$ cat src/rtl/singlecycle_pkg.sv
// Shared LSU types and the address/size helpers used to build memory requests.
package singlecycle_pkg;

  typedef enum logic [2:0] {
    LSU_LB  = 3'b000,
    LSU_LH  = 3'b001,
    LSU_LW  = 3'b010,
    LSU_LBU = 3'b100,
    LSU_LHU = 3'b101
  } LsuSize_e;

  typedef enum logic [2:0] {
    LSU_IDLE,
    LSU_REQ,
    LSU_WAIT,
    LSU_DONE,
    LSU_ERR
  } LsuState_e;

  typedef struct packed {
    logic [31:0] addr;
    logic        we;
    logic [3:0]  be;
    logic [31:0] wdata;
  } mem_req_t;

  // Stores have no unsigned variants, so size[2] is illegal for them.
  function automatic logic lsu_fault(input logic we, input logic [2:0] size,
                                     input logic [1:0] off);
    logic illegal;
    illegal = (size == 3'b011) || (size[2:1] == 2'b11) || (we && size[2]);
    case (size[1:0])
      2'b01:   return illegal || off[0];
      2'b10:   return illegal || (off != 2'b00);
      default: return illegal;
    endcase
  endfunction

  function automatic logic [3:0] lsu_be(input logic [2:0] size, input logic [1:0] off);
    case (size[1:0])
      2'b00:   return 4'b0001 << off;
      2'b01:   return 4'b0011 << {off[1], 1'b0};
      default: return 4'b1111;
    endcase
  endfunction

  function automatic logic [31:0] lsu_wdata(input logic [2:0] size, input logic [31:0] wdata);
    case (size[1:0])
      2'b00:   return {4{wdata[7:0]}};
      2'b01:   return {2{wdata[15:0]}};
      default: return wdata;
    endcase
  endfunction

endpackage

$ cat src/rtl/lsu_load_extend.sv
// Selects the addressed byte/half of a read word and sign- or zero-extends it.
module lsu_load_extend
  import singlecycle_pkg::*;
(
  input  logic [31:0] rdata,
  input  logic [1:0]  off,
  input  logic [2:0]  size,
  output logic [31:0] result
);

  logic [7:0]  byte_v;
  logic [15:0] half_v;
  logic        sx;

  always_comb begin
    byte_v = rdata[{off, 3'b000} +: 8];
    half_v = rdata[{off[1], 4'b0000} +: 16];
    sx     = ~size[2];
    case (size[1:0])
      2'b00:   result = {{24{sx & byte_v[7]}}, byte_v};
      2'b01:   result = {{16{sx & half_v[15]}}, half_v};
      default: result = rdata;
    endcase
  end

endmodule

$ cat src/rtl/lsu_mem_stage.sv
// Load/store stage: one outstanding word-aligned access on a req/gnt/rvalid port,
// with alignment/size fault detection and an optional REQ/WAIT timeout.
module lsu_mem_stage
  import singlecycle_pkg::*;
#(
  parameter int unsigned WAIT_TIMEOUT = 255
) (
  input  logic        i_clk,
  input  logic        i_rst,
  input  logic        i_lsu_valid,
  input  logic        i_lsu_we,
  input  logic [2:0]  i_lsu_size,
  input  logic [31:0] i_lsu_addr,
  input  logic [31:0] i_lsu_wdata,
  output logic        o_lsu_ready,
  output logic        o_lsu_stall,
  output logic        o_lsu_rvalid,
  output logic [31:0] o_lsu_rdata,
  output logic        o_lsu_err,
  output logic        o_mem_req,
  input  logic        i_mem_gnt,
  output logic [31:0] o_mem_addr,
  output logic        o_mem_we,
  output logic [3:0]  o_mem_be,
  output logic [31:0] o_mem_wdata,
  input  logic        i_mem_rvalid,
  input  logic [31:0] i_mem_rdata
);

  localparam int CW = (WAIT_TIMEOUT > 0) ? $clog2(WAIT_TIMEOUT + 1) : 1;
  localparam logic [CW-1:0] TO_VAL = CW'(WAIT_TIMEOUT);

  LsuState_e   state_q, state_d;
  mem_req_t    mem_q;
  logic [CW-1:0] cnt_q;
  logic [2:0]  size_q;
  logic [1:0]  off_q;
  logic [31:0] ext;
  logic        fault, timeout;

  assign fault   = lsu_fault(i_lsu_we, i_lsu_size, i_lsu_addr[1:0]);
  assign timeout = (WAIT_TIMEOUT != 0) && (cnt_q == TO_VAL);

  lsu_load_extend u_ext (
    .rdata  (i_mem_rdata),
    .off    (off_q),
    .size   (size_q),
    .result (ext)
  );

  always_ff @(posedge i_clk) begin
    if (i_rst) state_q <= LSU_IDLE;
    else       state_q <= state_d;
  end

  // Grant/response take priority over a timeout landing in the same cycle.
  always_comb begin
    state_d = state_q;
    case (state_q)
      LSU_IDLE: if (i_lsu_valid) state_d = fault ? LSU_ERR : LSU_REQ;
      LSU_REQ:  if (i_mem_gnt) state_d = LSU_WAIT;
                else if (timeout) state_d = LSU_ERR;
      LSU_WAIT: if (i_mem_rvalid) state_d = LSU_DONE;
                else if (timeout) state_d = LSU_ERR;
      LSU_DONE: state_d = LSU_IDLE;
      LSU_ERR:  state_d = LSU_IDLE;
      default:  state_d = LSU_IDLE;
    endcase
  end

  always_comb begin
    o_lsu_ready  = (state_q == LSU_IDLE);
    o_mem_req    = (state_q == LSU_REQ);
    o_lsu_rvalid = (state_q == LSU_DONE);
    o_lsu_err    = (state_q == LSU_ERR);
    o_lsu_stall  = ((state_q == LSU_IDLE) && i_lsu_valid) ||
                   (state_q == LSU_REQ) || (state_q == LSU_WAIT);
  end

  always_ff @(posedge i_clk) begin
    if (i_rst) begin
      mem_q       <= '0;
      cnt_q       <= '0;
      size_q      <= '0;
      off_q       <= '0;
      o_lsu_rdata <= '0;
    end else begin
      case (state_q)
        LSU_IDLE: if (i_lsu_valid && !fault) begin
          mem_q.addr  <= {i_lsu_addr[31:2], 2'b00};
          mem_q.we    <= i_lsu_we;
          mem_q.be    <= lsu_be(i_lsu_size, i_lsu_addr[1:0]);
          mem_q.wdata <= lsu_wdata(i_lsu_size, i_lsu_wdata);
          size_q      <= i_lsu_size;
          off_q       <= i_lsu_addr[1:0];
          cnt_q       <= '0;
        end
        LSU_REQ:  cnt_q <= i_mem_gnt ? '0 : cnt_q + 1'b1;
        LSU_WAIT: begin
          cnt_q <= cnt_q + 1'b1;
          if (i_mem_rvalid && !mem_q.we) o_lsu_rdata <= ext;
        end
        default: ;
      endcase
    end
  end

  assign o_mem_addr  = mem_q.addr;
  assign o_mem_we    = mem_q.we;
  assign o_mem_be    = mem_q.be;
  assign o_mem_wdata = mem_q.wdata;

endmodule
$ cat config.mk
export PLATFORM = sky130hd
export DESIGN_NAME = lsu_mem_stage
export DESIGN_NICKNAME = d
export VERILOG_FILES = /design/src/rtl/singlecycle_pkg.sv /design/src/rtl/lsu_load_extend.sv /design/src/rtl/lsu_mem_stage.sv
export SDC_FILE = /design/constraint.sdc
export NUM_CORES = 1
export LEC_CHECK = 0
export CAP_MARGIN = 20
export CORE_UTILIZATION = 40
export CTS_CLUSTER_DIAMETER = 120
export DETAILED_ROUTE_END_ITERATION = 12
export PLACE_DENSITY = 0.82
export SETUP_SLACK_MARGIN = 0.5
export SYNTH_ARGS = -nofsm -noshare
export SYNTH_HDL_FRONTEND = slang
export SYNTH_HIERARCHICAL = 1
export SYNTH_SLANG_ARGS = --single-unit
$ cat constraint.sdc
create_clock -name i_clk -period 1.5 [get_ports i_clk]
set_input_delay 0.15 -clock i_clk [delete_from_list [all_inputs] [get_ports i_clk]]
set_output_delay 0.15 -clock i_clk [all_outputs]
set_load 0.03 [all_outputs]
==> metrics.md, run 1 <==
| Metric | Value |
|---|---|
| Outcome | `finished with violations` |
| Failing checks | `setup timing` |
| Cts hold-fix bufs | `0` |
| Num CTS Buffers | `17` |
| Via/cell ratio | `5.731` |
| Initial antenna violation count | `1` |
| Worst vdd ir | `767.5 uV` |
| Final Hold Fails | `0` |
| # DRC | `0` |
| Cell accounting for the most synthesized area | `dfxtp_1` |
| Hold path depth | `4` |
| Synth cell types | `59` |
| EDFF count, synth | `0` |
| H-tree Lvls | `4` |
| Die width | `118.8 um` |
| Gr ovfl total | `0` |
| Worst Setup Start Kind | `register` |
| Max_cap viols | `0` |
| Worst setup margin | `-0.2475 ns` |
| Clock root buffer | `clkbuf_16` |
| Initial Util | `41.07%` |
| WP depth | `7` |
| Crit path kind | `register to register` |
| Slowest Stage Delay on Critical Path | `0.35 ns` |
| Critical Path AT | `2.06 ns` |
| Core area | `13300 um2` |
| Syn avg cell area | `7.868 um2` |
| Place WS | `-0.6312 ns` |
| Min Tclk post-route | `1.747 ns` |
| Worst Reg-to-Reg Cells | `7` |
| Final setup viols | `117` |
| Fin nets | `1130` |
| CTS sink cnt | `115` |
| Register area share after synthesis | `42.16%` |
| Buf+Inv Stages, Crit Path | `3` |
| Synth Flop Type | `dfxtp_1` |
| Wire per inst | `21.35 um` |
| FFs w/ async S/R, synth | `0%` |
| Worst-path cell chain | `nor4b_4 -> buf_4 -> buf_6 -> o221a_4 -> buf_4 -> nand2_1 -> a21oi_1` |
| Share of layout cells above drive strength 1 | `55.62%` |
| Area Growth Syn to Fin | `99.02%` |
| Hold slack | `0.1738 ns` |
| Clock slew at reported path FFs | `0.06 ns` |
| Post-Route WL | `25820 um` |
| Pin count of the biggest net entering global routing | `58` |
| Slowest CP cell | `dfxtp_4` |
| Req. time, crit path | `1.82 ns` |
| Placed Instances | `1077` |
| Crit path capture type | `register` |
| Tot Pwr | `10.30 mW` |
| Fmax | `572.2 MHz` |
| FP Rows | `42` |
| Initial DRC Count | `761` |
| Global Route Usage Sum | `29.87%` |
| Die ar. | `14120 um2` |
| DRT Pass-1 Iters | `6` |
| Io pins | `211` |
| Port buffer count | `208` |
| Final ANT Viol Nets | `0` |
| Leak pwr | `4.279 nW` |
| PD cells | `947.6 nW/um2` |
| Worst reg2reg setup slack | `-0.25 ns` |
| Mapped Area | `5460 um2` |
| Worst Hold Class | `input port to register` |
| Yosys warns | `6` |
| Tightest Pin Transition | `0.6809 ns` |
| Crit share post-route | `116.5%` |
| Post-Route Setup TNS | `-14.10 ns` |
| Routability cong. | `0.8740` |
| RSZ-0062 raised after global routing | `yes` |
| Delay-heaviest family, CP | `buffers and inverters` |
| Worst Path Max Fanout | `5` |
| Syn Inst Count | `694` |
| Max-slew headroom | `54.60%` |
| Clock latency on the worst-skew pair | `0.42 ns` |
| Dpl hpwl | `12110 um` |
| #FFs+latches synth | `115` |
| Top-area cell type share of the netlist area | `42.16%` |
| Synth area leaders | `dfxtp_1, nand2_1, a21oi_1, buf_6, a211oi_1` |
| Via count | `6929` |
| Die Height | `118.8 um` |
| Maximum buffer depth of the clock tree | `2` |
| Fin. max-slew vios | `0` |
| Post-Layout Cell Count | `1209` |
| Vias in the first global route | `6299` |
| CTS tree | `done` |
| CP most frequent cell | `buf_4` |
| First-pass GRT wire length | `32890 um` |
| Worst Skew | `0.01083 ns` |
[cell type report]
| cell class | instances | area (um2) |
|---|---|---|
| antenna | 1 | 2.502 |
| clock buffer | 22 | 495.5 |
| clock inverter | 9 | 125.1 |
| fill | 721 | 2429 |
| inverter | 11 | 42.54 |
| multi-input combinational | 513 | 3472 |
| sequential | 115 | 2469 |
| tap | 176 | 220.2 |
| timing repair buffer | 362 | 4040 |
[cells in the mapped netlist (8+ instances only)]
| cell type | count |
|---|---|
| buf_6 | 13 |
| a21oi_1 | 115 |
| a21oi_2 | 11 |
| a22o_1 | 8 |
| clkbuf_1 | 19 |
| nor2_1 | 36 |
| a311oi_2 | 8 |
| mux2_2 | 10 |
| dfxtp_1 | 115 |
| o21ai_0 | 12 |
| nand2_1 | 194 |
| a22oi_1 | 9 |
| nor2b_1 | 10 |
| inv_1 | 10 |
| a211oi_1 | 19 |
| nand3_1 | 8 |
| nor3_1 | 18 |
| buf_2 | 19 |
[where the power goes]
| part | switching (mW) | internal, mW | total (mW) |
|---|---|---|---|
| clock | 1.47 | 2.82 | 4.30 |
| sequential | 0.125 | 3.20 | 3.33 |
| combinational | 1.34 | 1.33 | 2.67 |
[worst reg2reg max path, delay by kind of cell (launching register included)]
family	cells	cell delay, ns
AO/OA/AOI/OAI	2	0.46
buffers and inverters	3	0.45
flip-flops	1	0.35
AND/OR/NAND/NOR	2	0.37
[cells by family (layout without fill, tap and decap cells)]
kind of cell / count (synthesis) / count (layout) / synth area share, %
other: 1 / 3 / 0.06868
multiplexers: 12 / 12 / 2.429
flip-flops: 115 / 115 / 42.16
adder cells (fa/ha/maj): 5 / 5 / 1.146
AO/OA/AOI/OAI: 202 / 203 / 23.69
AND/OR/NAND/NOR: 289 / 289 / 22.71
buffers and inverters: 68 / 404 / 7.470
XOR/XNOR: 2 / 2 / 0.3209
[registers in the layout (all words and copies together) (netlist names)]
name and flops:
o_mem_addr 30, state_q 3, cnt_q 8, size_q 3, off_q 2, o_mem_be 4
o_mem_wdata 32, o_mem_we 1, o_lsu_rdata 32
[placed cells by master, fill, tap and decap left out, drive strengths merged, types with 2 or more instances in the layout]
cell / Yosys / layout
o22ai: 2 / 2
bufinv: 0 / 3
dfxtp: 115 / 115
nor3: 19 / 19
or2: 3 / 3
mux2i: 2 / 2
nand3: 8 / 8
nor3b: 4 / 4
conb: 1 / 2
mux2: 10 / 10
clkdlybuf4s50: 0 / 101
o221a: 1 / 2
and3: 5 / 5
a21oi: 126 / 126
clkinvlp: 0 / 2
inv: 10 / 10
a31oi: 4 / 4
clkinv: 1 / 5
ha: 5 / 5
a211oi: 20 / 20
clkbuf: 19 / 27
a311oi: 10 / 10
nor2: 38 / 38
bufbuf: 0 / 3
o21ai: 13 / 13
a22oi: 10 / 10
nor2b: 10 / 10
nand2: 194 / 194
a22o: 8 / 8
nor4: 2 / 2
buf: 38 / 252
[timing repair]
action / in CTS / in global routing
hold endpoints to repair: 0 / 0
gates resized for setup: 844 / 125
setup endpoints to repair: 219 / 219
buffers inserted: 30 / 50
pin swaps: 13 / 36
cloned: 16 / 4
[metrics by stage]
step	util (%)	cell area, um2
after floorplan	-	5804
after global placement	61.55	8183
after detailed placement	61.55	8183
after CTS	74.69	9931
after global routing	81.73	10870
final	81.73	10870
[layer usage]
metal	vias to the layer above	track usage, %	share of wire [%]
li1	3045	-	-
met1	3276	34.79	37
met2	453	50.07	49
met3	155	6.753	7.5
met4	0	17.80	6.9
met5	-	0	0
[final timing paths]
kind / end / start
min: size_q[1] / i_lsu_size[1]
max reg2reg: size_q[0] / state_q[2]
max: size_q[0] / state_q[2]
min reg2reg: o_lsu_rdata[2] / o_lsu_rdata[2]
Note: power is estimated with default switching activity, not from simulation.
==> run 2: changes to the inputs <==
Settings changed: CORE_UTILIZATION 40 to 55, DONT_BUFFER_PORTS set to 1, PLACE_DENSITY 0.82 to 0.75.
Clock period 1.5 ns to 1.8 ns, I/O delays scaled along.
==> metrics.md, run 2 (synthesized netlist as in run 1, its figures left out) <==
| Metric | Value |
|---|---|
| Via count | `5492 (-21%)` |
| Place WS | `0.1169 ns (+0.7481 ns)` |
| Initial DRC Count | `307 (-60%)` |
| Area Growth Syn to Fin | `35.91%` |
| Io pins | `211 (unchanged)` |
| Maximum buffer depth of the clock tree | `2 (unchanged)` |
| Failing checks | `hold timing, setup timing` |
| Placed Instances | `791 (-27%)` |
| Max_cap viols | `0 (unchanged)` |
| Post-Layout Cell Count | `866 (-28%)` |
| Fmax | `531.4 MHz (-7.1%)` |
| Worst vdd ir | `652.8 uV (-15%)` |
| Outcome | `finished with violations` |
| First-pass GRT wire length | `25530 um (-22%)` |
| CTS sink cnt | `115 (unchanged)` |
| Num CTS Buffers | `17 (unchanged)` |
| H-tree Lvls | `4 (unchanged)` |
| Multi-input logic area | `3349 um2 (-3.5%)` |
| Clock latency on the worst-skew pair | `0.50 ns (+0.08 ns)` |
| Worst Hold Class | `input port to register` |
| Commonest non-fill, non-tap cell in the layout | `nand2_1` |
| Crit path capture type | `register` |
| Req. time, crit path | `2.17 ns (+0.35 ns)` |
| Wire per inst | `21.53 um (+0.84%)` |
| Final setup viols | `1 (-99%)` |
| RSZ-0062 raised after global routing | `yes` |
| FP Rows | `35 (-17%)` |
| Share of layout cells above drive strength 1 | `33.92% (-22 points)` |
| Pin count of the biggest net entering global routing | `110 (+90%)` |
| Die width | `101.6 um (-14%)` |
| Reg area | `2338 um2 (-5.3%)` |
| Worst Path Max Fanout | `13 (+8)` |
| ANT cells | `0 (-1)` |
| Initial Util | `57.99% (+17 points)` |
| Port buffer count | `0 (-100%)` |
| Global Route Usage Sum | `32.07% (+2.2 points)` |
| Vias in the first global route | `5147 (-18%)` |
| Core area | `9415 um2 (-29%)` |
| Die ar. | `10330 um2 (-27%)` |
| Clock root buffer | `clkbuf_8` |
| Fin. max-slew vios | `0 (unchanged)` |
| # DRC | `0 (unchanged)` |
| Die Height | `101.6 um (-14%)` |
| Final ANT Viol Nets | `0 (unchanged)` |
| Routability cong. | `0.8290 (-5.1%)` |
| Most frequent cells in the layout | `nand2_1, dfxtp_1, a21oi_1, a21oi_2, buf_4` |
| Initial antenna violation count | `0 (-1)` |
| Crit share post-route | `104.5% (-12 points)` |
| # fillers | `597 (-17%)` |
| Worst Setup Start Kind | `register` |
| Max-slew headroom | `59.43% (+4.8 points)` |
| Gr ovfl total | `0 (unchanged)` |
| Final Hold Fails | `112 (+112)` |
| Dpl hpwl | `9955 um (-18%)` |
| DRT Pass-1 Iters | `5 (-1)` |
| Crit path kind | `register to register` |
| Critical Path AT | `2.25 ns (+0.19 ns)` |
| CTS tree | `done` |
| Min Tclk post-route | `1.882 ns (+0.1342 ns)` |
| PD cells | `1013 nW/um2 (+6.9%)` |
| Post-Route WL | `18650 um (-28%)` |
| Hold slack | `-0.2533 ns (-0.4271 ns)` |
| Tightest Pin Transition | `0.6063 ns (-0.07465 ns)` |
| Worst Skew | `0.01235 ns (+0.001526 ns)` |
| Fin nets | `834 (-26%)` |
| Worst setup margin | `-0.08173 ns (+0.1658 ns)` |
| Via/cell ratio | `6.342 (+11%)` |
| Clock slew at reported path FFs | `0.06 ns (about the same)` |
| Leak pwr | `2.574 nW (-40%)` |
## run 2: cell count changes in the layout (fill, tap and decap cells not counted), sizes merged
cell           before  now
clkinvlp            2    4
clkbuf             27   22
inv                10   13
buf               252   60
dlygate4sd2         1    0
o221a               2    3
bufbuf              3    1
diode               1    0
clkdlybuf4s50     101    0
## run 2: worst paths after layout
kind / startpoint / end / slack (ns) / depth (start not counted)
max: state_q[0] / o_mem_be[3] / -0.08 / 6
max reg2reg: state_q[0] / o_mem_be[3] / -0.08 / 6
min reg2reg: cnt_q[0] / cnt_q[0] / 0.50 / 1
min: i_rst / state_q[1] / -0.25 / 1
## run 2: per-stage QoR
step | utilization [%] | power (mW) | TNS (ns) | area (um2)
3_3_place_gp | 60.92 | 3.744 | 0 | 5736
4_1_cts | 74.68 | 7.397 | 0 | 7032
5_1_grt | 78.82 | 7.744 | -0.05467 | 7421
3_5_place_dp | 60.92 | 3.774 | 0 | 5736
2_1_floorplan | - | 3.700 | 0 | 5772
6_report | 78.82 | 7.515 | -0.08173 | 7421
## run 2: report_power, final
part	total, mW	switching (mW)	leakage [nW]	internal (mW)
registers	2.94	0.296	0.941	2.65
clock network	3.44	1.28	0.284	2.16
logic	1.13	0.603	1.35	0.525
total	7.51	2.18	2.57	5.34
## run 2: cell type report
class / instances / area share, %
tap: 129 / 2.175
clock buffer: 18 / 5.766
timing repair buffer: 65 / 12.29
inverter: 11 / 0.7250
multi-input combinational: 514 / 45.14
sequential: 115 / 31.51
clock inverter: 14 / 2.394
## run 2: layer usage
| layer | wire length [um] | up-vias | track usage (%) | share of wire (%) |
|---|---|---|---|---|
| li1 | - | 2457 | - | - |
| met1 | 6644 | 2583 | 34.90 | 36 |
| met2 | 9358 | 368 | 55.67 | 50 |
| met3 | 1858 | 84 | 9.800 | 10 |
| met4 | 784 | 0 | 17.50 | 4.2 |
| met5 | 0 | - | 0 | 0 |
## run 2: worst max-delay path: stages (launching register included)
cell	delay (ns)
dfxtp_4	0.36
nor4b_4	0.36
buf_4	0.20
o221a_2	0.28
buf_12	0.16
nor2_1	0.07
a311oi_1	0.33
## run 2: timing repair
| item | 4_1_cts | 5_1_grt |
|---|---|---|
| setup buffers | 21 | 7 |
| resized for setup | 66 | 58 |
| pin swaps | 8 | 21 |
| endpoints found under the hold margin | 115 | 114 |
| gates cloned | 10 | 5 |
| setup endpoints to repair | 120 | 120 |
==> run 3: changes to the inputs <==
Settings changed: CORE_UTILIZATION 55 to 63, PLACE_DENSITY 0.75 to 0.84, SLEW_MARGIN set to 20.
==> metrics.md, run 3 (synthesized netlist as in run 1, its figures left out) <==
| Metric | Value |
|---|---|
| Outcome | `finished with violations` |
| Failing checks | `hold timing` |
| Clock root buffer | `clkbuf_8` |
| Maximum buffer depth of the clock tree | `2 (unchanged)` |
| Die width | `95.10 um (-6.4%)` |
| Worst Hold Class | `input port to register` |
| Final Hold Fails | `108 (-3.6%)` |
| Io pins | `211 (unchanged)` |
| Commonest non-fill, non-tap cell in the layout | `nand2_1` |
| Max_cap viols | `0 (unchanged)` |
| Core area | `8299 um2 (-12%)` |
| Buf+Inv Stages, Crit Path | `1 (-1)` |
| Net Sw Power | `2.104 mW (-3.4%)` |
| Via count | `5487 (-0.091%)` |
| Clock latency on the worst-skew pair | `0.51 ns (about the same)` |
| Area Growth Syn to Fin | `29.24%` |
| Worst Skew | `0.008740 ns (-0.003611 ns)` |
| First-pass GRT wire length | `23270 um (-8.8%)` |
| Wire per inst | `21.37 um (-0.77%)` |
| # fillers | `465 (-22%)` |
| CP Capture Point | `cnt_q[6]` |
| CTS tree | `done` |
| Port buffer count | `0 (unchanged)` |
| CTS sink cnt | `115 (unchanged)` |
| Switching Fraction | `28.38% (-0.62 points)` |
| Met2 routed WL | `8821 um (-5.7%)` |
| Worst Path Max Fanout | `8 (-5)` |
| Pin count of the biggest net entering global routing | `110 (unchanged)` |
| Post-Route WL | `17710 um (-5.0%)` |
| DRT Pass-1 Iters | `6 (+1)` |
| Delay-heaviest family, CP | `compound AO/OA/AOI/OAI gates` |
| Initial antenna violation count | `0 (unchanged)` |
| PD cells | `1051 nW/um2 (+3.8%)` |
| WP depth | `6 (unchanged)` |
| FF-to-FF Start | `state_q[0]` |
| Clock Power Share | `46.1% (+0.3 points)` |
| Comb pwr share | `14.1% (-0.9 points)` |
| Worst reg2reg setup slack | `0.14 ns (+0.22 ns)` |
| Crit path capture type | `register` |
| Slowest Stage Delay on Critical Path | `0.37 ns (about the same)` |
| # DRC | `0 (unchanged)` |
| Tightest Pin Transition | `0.5445 ns (-0.06176 ns)` |
| Worst Setup Start Kind | `register` |
| Initial DRC Count | `489 (+59%)` |
| Critical path origin | `state_q[0]` |
| Dpl hpwl | `9590 um (-3.7%)` |
| Global Route Usage Sum | `33.62% (+1.5 points)` |
| Wl on met1 | `6279 um (-5.5%)` |
| Highest routed layer | `met4` |
| Sequential Power Share | `39.8% (+0.6 points)` |
| Crit path kind | `register to register` |
| Die ar. | `9043 um2 (-12%)` |
| Hold slack | `-0.2682 ns (-0.01495 ns)` |
| Max-slew headroom | `63.70% (+4.3 points)` |
| RSZ-0062 raised after global routing | `yes` |
| Worst Reg-to-Reg Cells | `6 (unchanged)` |
| Fin. max-slew vios | `0 (unchanged)` |
| Min Tclk post-route | `1.660 ns (-0.2212 ns)` |
| FP Rows | `33 (-5.7%)` |
| Final ANT Viol Nets | `0 (unchanged)` |
| Final setup viols | `0 (-1)` |
| Vias in the first global route | `4813 (-6.5%)` |
| FF-to-FF End | `cnt_q[6]` |
| Metal3 WL | `1757 um (-5.4%)` |
| Worst-path cell chain | `nor4b_4 -> o221a_4 -> buf_6 -> o21ai_2 -> xor2_1 -> nor2_1` |
| Share of layout cells above drive strength 1 | `30.94% (-3.0 points)` |
| Num CTS Buffers | `17 (unchanged)` |
| ANT cells | `0 (unchanged)` |
| Routability cong. | `0.8639 (+4.2%)` |
| Crit share post-route | `92.25% (-12 points)` |
| Fmax | `602.2 MHz (+13%)` |
| Leak pwr | `2.453 nW (-4.7%)` |
| Clock slew at reported path FFs | `0.06 ns (about the same)` |
| Gr ovfl total | `0 (unchanged)` |
| Initial Util | `65.79% (+7.8 points)` |
| Post-Route Setup TNS | `0 ns (+0.08173 ns)` |
| Fin nets | `821 (-1.6%)` |
| Worst vdd ir | `730.1 uV (+12%)` |
| Via/cell ratio | `6.619 (+4.4%)` |
| Pint | `5.311 mW (-0.47%)` |
| H-tree Lvls | `4 (unchanged)` |
| Most frequent cells in the layout | `nand2_1, dfxtp_1, a21oi_1, a21oi_2, buf_4` |
| Critical Path AT | `2.06 ns (-0.19 ns)` |
| Die Height | `95.10 um (-6.4%)` |
| Req. time, crit path | `2.20 ns (+0.03 ns)` |
| Slowest CP cell | `dfxtp_4` |
[run 3: cell types whose count changed in the layout (fill, tap and decap cells not counted), sizes merged]
cell | before | now
o221a | 3 | 1
inv | 13 | 12
buf | 60 | 49
clkinv | 5 | 4
clkbuf | 22 | 24
[run 3: area by class of cell]
type                    instances  area (um2)  share of cell area [%]
repair buffers                 54       681.9                   9.663
clock buffers                  20       445.4                   6.312
flip-flops and latches        115        2332                   33.05
multi-input cells             512        3258                   46.17
inverters                      11       53.80                  0.7624
well taps                     105       131.4                   1.862
clock inverters                12       153.9                   2.181
[run 3: worst min-delay path by stage]
| stage | from | to | slack [ns] | cells after the start |
|---|---|---|---|---|
| 4_1_cts | i_rst | o_lsu_rdata[1] | -0.28 | 1 |
| 2_1_floorplan | i_lsu_addr[1] | off_q[1] | 0.31 | 2 |
| 3_5_place_dp | i_rst | size_q[1] | 0.26 | 1 |
| 5_1_grt | i_rst | o_mem_wdata[10] | -0.29 | 1 |
| 3_3_place_gp | i_rst | off_q[1] | 0.26 | 1 |
| 6_report | i_rst | o_mem_we | -0.27 | 1 |
[run 3: timing repair]
item | CTS | global route
resized for setup | 34 | 71
buffers inserted | 8 | 16
pin swaps | 13 | 30
endpoints found under the hold margin | 115 | 112
endpoints found under the setup margin | 120 | 121
cloned | 3 | 5
[run 3: through the flow]
stage	std cells	area [um2]	setup WS, ns	util [%]	total power [mW]
floorplan	695	5772	0.3224	-	3.700
global placement	765	5690	0.2397	68.57	3.732
detailed placement	765	5690	0.1875	68.57	3.762
CTS	808	6586	0.1812	79.36	7.219
global route	829	7057	0.06579	85.03	7.615
finish	829	7057	0.1395	85.03	7.415
[run 3: power by group through the flow]
stage	clock network, mW	registers [mW]	logic, mW
2_1_floorplan	0	2.97	0.731
5_1_grt	3.54	2.96	1.12
3_5_place_dp	0	3.00	0.763
3_3_place_gp	0	3.00	0.736
4_1_cts	3.40	2.94	0.876
6_report	3.42	2.95	1.05
[run 3: layer usage]
metal | vias up | GRT usage [%]
li1 | 2425 | -
met1 | 2546 | 38.53
met2 | 416 | 55.42
met3 | 100 | 9.410
met4 | 0 | 20.33
met5 | - | 0
